$ cat src/rtl/sync_down_timer.sv
// Loadable synchronous down-counter with terminal-count pulse, one-shot or auto-reload.
// Priority per edge: load > stop > start > en tick.
module sync_down_timer #(
    parameter int unsigned WIDTH = 4
) (
    input  logic             clk,
    input  logic             rst,
    input  logic             load_i,
    input  logic [WIDTH-1:0] load_val_i,
    input  logic             start_i,
    input  logic             stop_i,
    input  logic             mode_reload_i,
    input  logic             en_i,
    output logic [WIDTH-1:0] count_o,
    output logic             tc_o,
    output logic             busy_o,
    output logic             done_o
);

    typedef enum logic [1:0] {StIdle, StRun, StDone} state_e;

    localparam logic [WIDTH-1:0] One  = WIDTH'(1);
    localparam logic [WIDTH-1:0] Zero = '0;

    state_e           state_q, state_d;
    logic [WIDTH-1:0] count_q, count_d;
    logic [WIDTH-1:0] reload_q, reload_d;
    logic             tc_q, tc_d;

    always_ff @(posedge clk or posedge rst) begin
        if (rst) begin
            state_q  <= StIdle;
            count_q  <= '0;
            reload_q <= '0;
            tc_q     <= 1'b0;
        end else begin
            state_q  <= state_d;
            count_q  <= count_d;
            reload_q <= reload_d;
            tc_q     <= tc_d;
        end
    end

    always_comb begin
        state_d  = state_q;
        count_d  = count_q;
        reload_d = reload_q;
        tc_d     = 1'b0;
        if (load_i) begin
            reload_d = load_val_i;
            count_d  = load_val_i;
            state_d  = StIdle;
        end else if (stop_i) begin
            // stop also masks a simultaneous start in IDLE/DONE
            if (state_q == StRun) begin
                state_d = StIdle;
            end
        end else if (start_i && (state_q != StRun)) begin
            if (count_q != Zero) begin
                state_d = StRun;
            end else if (reload_q != Zero) begin
                count_d = reload_q;
                state_d = StRun;
            end
        end else if ((state_q == StRun) && en_i) begin
            if (count_q > One) begin
                count_d = count_q - One;
            end else if (count_q == One) begin
                tc_d = 1'b1;
                if (mode_reload_i) begin
                    count_d = reload_q;
                end else begin
                    count_d = Zero;
                    state_d = StDone;
                end
            end
        end
    end

    assign count_o = count_q;
    assign tc_o    = tc_q;
    assign busy_o  = (state_q == StRun);
    assign done_o  = (state_q == StDone);

endmodule

$ cat config.mk
export PLATFORM = sky130hd
export DESIGN_NAME = sync_down_timer
export DESIGN_NICKNAME = d
export VERILOG_FILES = /design/src/rtl/sync_down_timer.sv
export SDC_FILE = /design/constraint.sdc
export NUM_CORES = 1
export LEC_CHECK = 0
export BUFFER_PORTS_ARGS = -buffer_cell sky130_fd_sc_hd__buf_2
export CORE_MARGIN = 2
export CORE_UTILIZATION = 51
export DETAILED_ROUTE_END_ITERATION = 7
export HOLD_SLACK_MARGIN = 0.02
export PLACE_DENSITY = 0.76
export REMOVE_ABC_BUFFERS = 1
export SETUP_SLACK_MARGIN = 0.1
export SYNTH_ARGS = -nofsm -noshare
export SYNTH_HDL_FRONTEND = slang
export SYNTH_SLANG_ARGS = --single-unit
$ cat constraint.sdc
create_clock -name clk -period 2.3 [get_ports clk]
set_input_delay 0.46 -clock clk [delete_from_list [all_inputs] [get_ports clk]]
set_output_delay 0.46 -clock clk [all_outputs]
set_load 0.005 [all_outputs]
==> impl_metrics.xml <==
<?xml version="1.0" encoding="UTF-8"?>
<metrics>
  <group name="final_layout">
    <metric name="layout.cells.non_filler" unit="">117</metric>
    <metric name="number_of_fill_cells_in_the_layout" unit="">131</metric>
    <metric name="mostFrequentLayoutCells" unit="">17 x buf_2, 11 x dfrtp_1, 7 x nand2_1</metric>
    <metric name="final_layout_size_suffix_gt1_frac" unit="">0.297</metric>
    <metric name="antenna_cells_inserted" unit="">0</metric>
    <metric name="layout_stage_area_growth_over_the_synthesis_result" unit="%">14.7</metric>
    <metric name="post-route-util" unit="">0.610</metric>
    <metric name="final_common_cell" unit="">buf_2</metric>
    <metric name="finish.net_count" unit="">115</metric>
  </group>
  <group name="global_route">
    <metric name="antenna_violations_before_repair" unit="">0</metric>
    <metric name="grt.overflow.total" unit="">0</metric>
    <metric name="largest_net_degree_at_the_start_of_global_routing" unit="">21</metric>
    <metric name="gr-usage-all-layers" unit="">0.206</metric>
    <metric name="grt_pass1_wl" unit="um">2830</metric>
    <metric name="grt_pass1_vias" unit="">626</metric>
  </group>
  <group name="sta">
    <metric name="fmaxAchievable" unit="GHz">0.531</metric>
    <metric name="timing.final.max_slew_violations" unit="">0</metric>
    <metric name="grt_setup_unrepaired" unit="">no</metric>
    <metric name="final_period_minus_worst_setup_slack" unit="ps">1880</metric>
    <metric name="finalSetupViolCount" unit="">0</metric>
    <metric name="final_period_util" unit="">0.818</metric>
    <metric name="max-slew-margin-rel" unit="">0.712</metric>
    <metric name="final.setup_skew" unit="ps">1.69</metric>
    <metric name="setup_total_neg_slack" unit="ps">0</metric>
    <metric name="postLayoutSetupSlackWorst" unit="ps">418</metric>
    <metric name="worst_margin_pin_slew" unit="ps">432</metric>
    <metric name="hold_viol_final" unit="">0</metric>
  </group>
  <group name="power">
    <metric name="leakage" unit="nW">0.409</metric>
    <metric name="peakVddDrop" unit="uV">351</metric>
    <metric name="power" unit="uW">605</metric>
    <metric name="power.density" unit="nW/um^2">666</metric>
  </group>
  <group name="synth">
    <metric name="ys.warnings.count" unit="">0</metric>
    <metric name="ys_types" unit="">41</metric>
    <metric name="proportion_of_synthesized_chip_area_in_sequential_cells" unit="">0.348</metric>
    <metric name="largest_family_of_logic_cells_by_synthesized_area" unit="">simple AND/OR/NAND/NOR gates</metric>
    <metric name="ys.flop_type" unit="">dfrtp_1</metric>
    <metric name="synth_edf_count" unit="">0</metric>
    <metric name="netlist_area" unit="um^2">792</metric>
    <metric name="cells_after_synth" unit="">83</metric>
    <metric name="yosysTopAreaCellShare" unit="">0.348</metric>
    <metric name="synth-simple-area-share" unit="">0.283</metric>
    <metric name="post_synth_main_area_contributors" unit="">dfrtp_1 35%, a311oi_4 3.3%, nand2_1 3.3%</metric>
    <metric name="postSynthRegisterBits" unit="">11</metric>
    <metric name="synth.avg_cell_area" unit="um^2">9.54</metric>
    <metric name="muxShareOfSynthArea" unit="">0.0411</metric>
    <metric name="synthAdderAreaFrac" unit="">0.0316</metric>
    <metric name="xor_xnor_portion_of_the_synthesized_cell_area" unit="">0</metric>
    <metric name="postSynth.asyncResetShare" unit="">1.00</metric>
    <metric name="post_synthesis_compound_gate_area_fraction" unit="">0.250</metric>
    <metric name="synth_largest_area_cell" unit="">dfrtp_1</metric>
  </group>
  <group name="placement">
    <metric name="routabilityCongestion" unit="">0.874</metric>
    <metric name="pre_cts_ws" unit="ps">436</metric>
    <metric name="detailedPlacementHpwl" unit="um">1320</metric>
    <metric name="place.detailed.instances" unit="">113</metric>
    <metric name="placement.io_buffers" unit="">17</metric>
  </group>
  <group name="drt">
    <metric name="detail_route.wl_per_cell" unit="um">15.1</metric>
    <metric name="first_iter_violations" unit="">29</metric>
    <metric name="met2WireLength" unit="um">853</metric>
    <metric name="dr.max_layer_used" unit="">met4</metric>
    <metric name="met1_length" unit="um">748</metric>
    <metric name="met3RoutedLength" unit="um">112</metric>
    <metric name="routed_via_density" unit="">5.97</metric>
    <metric name="drtAntennaViolNets" unit="">0</metric>
    <metric name="drt-total-wl" unit="um">1760</metric>
    <metric name="drt_pass1_iterations" unit="">5</metric>
    <metric name="detail_route.drc_violations" unit="">0</metric>
    <metric name="detailroute.via_count" unit="">698</metric>
  </group>
  <group name="setup_path">
    <metric name="cp_slowest_stage_delay" unit="ps">420</metric>
    <metric name="crit_path_end_kind" unit="">flop</metric>
    <metric name="crit_start" unit="">count_o[0]$_DFFE_PP0P_</metric>
    <metric name="cp_data_arrival_time" unit="ps">2050</metric>
    <metric name="timing.critical_path.fanout_max" unit="">7</metric>
    <metric name="timing_worst_setup_path_type" unit="">flop to flop</metric>
    <metric name="critical_path.reg2reg.startpoint" unit="">count_o[0]$_DFFE_PP0P_</metric>
    <metric name="r2r.worst_path.cells" unit="">6</metric>
    <metric name="critPathRequiredTime" unit="ps">2460</metric>
    <metric name="setup.worst_path.start_class" unit="">flop</metric>
    <metric name="crit_slowest_cell" unit="">dfrtp_1</metric>
    <metric name="timing.critical_path.cells" unit="">inv_1 -&gt; ha_1 -&gt; or2_4 -&gt; a32oi_1 -&gt; o221ai_1 -&gt; mux2_1</metric>
  </group>
  <group name="die">
    <metric name="die_x" unit="um">43.4</metric>
    <metric name="dieArea" unit="um^2">1880</metric>
    <metric name="placeableCoreArea" unit="um^2">1490</metric>
    <metric name="initial_core_utilization" unit="">0.532</metric>
    <metric name="die-height" unit="um">43.4</metric>
    <metric name="std_cell_rows" unit="">14</metric>
    <metric name="io-pin-count" unit="">18</metric>
  </group>
  <group name="cts">
    <metric name="tritoncts_num_sinks" unit="">11</metric>
    <metric name="cts_made_buffers" unit="">3</metric>
    <metric name="post_cts_resized" unit="">0</metric>
    <metric name="post_cts_hold_buffer_count" unit="">0</metric>
    <metric name="clk_path_buf_depth" unit="">2</metric>
    <metric name="clock_tree.root_cell" unit="">clkbuf_4</metric>
    <metric name="ctsHtreeMaxLevel" unit="">1</metric>
    <metric name="cts_tree" unit="">yes</metric>
    <metric name="post_cts_buffers" unit="">0</metric>
    <metric name="clock_latency" unit="ps">280</metric>
    <metric name="clkSlewWorstSetupHoldPaths" unit="ps">70</metric>
  </group>
  <group name="worst_hold_path">
    <metric name="hold_path.class" unit="">input port to async pin</metric>
  </group>
  <group name="flow_run">
    <metric name="max_cap_viol_count" unit="">0</metric>
  </group>
  <group name="status">
    <metric name="outcome" unit="">completed</metric>
  </group>
</metrics>
-- per-stage QoR --
stage	instance area (um^2)	hold slack, ps
2_1_floorplan	777	312
3_3_place_gp	882	461
3_5_place_dp	882	474
4_1_cts	908	179
5_1_grt	908	214
6_report	908	165
-- power breakdown --
part	internal, mW	leakage [nW]	switching (mW)
Combinational	0.101	0.256	0.116
Sequential	0.217	0.138	0.0358
Clock	0.0674	0.0150	0.0684
Total	0.384	0.409	0.220
-- final cells by class --
class | instances | area (um^2) | area share
tap | 16 | 20.0 | 0.0220
sequential | 11 | 275 | 0.303
multi-input combinational | 63 | 479 | 0.528
clock buffer | 4 | 26.3 | 0.0289
inverter | 6 | 22.5 | 0.0248
timing repair buffer | 17 | 85.1 | 0.0937
-- registers in the layout, summed over array words and instances, names as in the netlist --
name      count
count_o       4
reload_q      4
state_q       2
tc_o          1
-- cell families after synthesis --
group	after synthesis
flops	11
compound gates	22
buf+inv	9
simple gates	36
mux	3
fa+ha+maj	2
-- worst max-delay path, delay by kind of cell (launching register included) --
family	cells	cell delay, ps
DFF	1	420
buffers and inverters	1	70
AOI/OAI and AO/OA	2	390
and+or+nand+nor	1	300
muxes	1	290
adders and majority gates	1	300
-- per-layer routing --
layer | vias up | global-route usage
li1 | 352 | -
met1 | 311 | 0.241
met3 | 8 | 0.0625
met5 | - | 0
met4 | 0 | 0.0545
met2 | 27 | 0.364
-- cells in the mapped netlist, drive strengths merged (3+ instances only) --
library cell,instances
nand2,7
nor2b,3
buf,3
nor3,4
or2,4
o21ai,3
dfrtp,11
inv,6
nand2b,3
nor2,4
-- path summary, 6_finish.rpt --
kind	end	slack, ps
worst max-delay path	count_o[0]$_DFFE_PP0P_	420
min in group clk	reload_q[1]$_DFFE_PP0P_	400
worst max register to register	count_o[0]$_DFFE_PP0P_	420
worst min-delay path	reload_q[2]$_DFFE_PP0P_	170
max in group asynchronous	state_q[0]$_DFFE_PP0P_	1840
worst min register to register	reload_q[0]$_DFFE_PP0P_	540
Power figures use the tool's default switching activity.
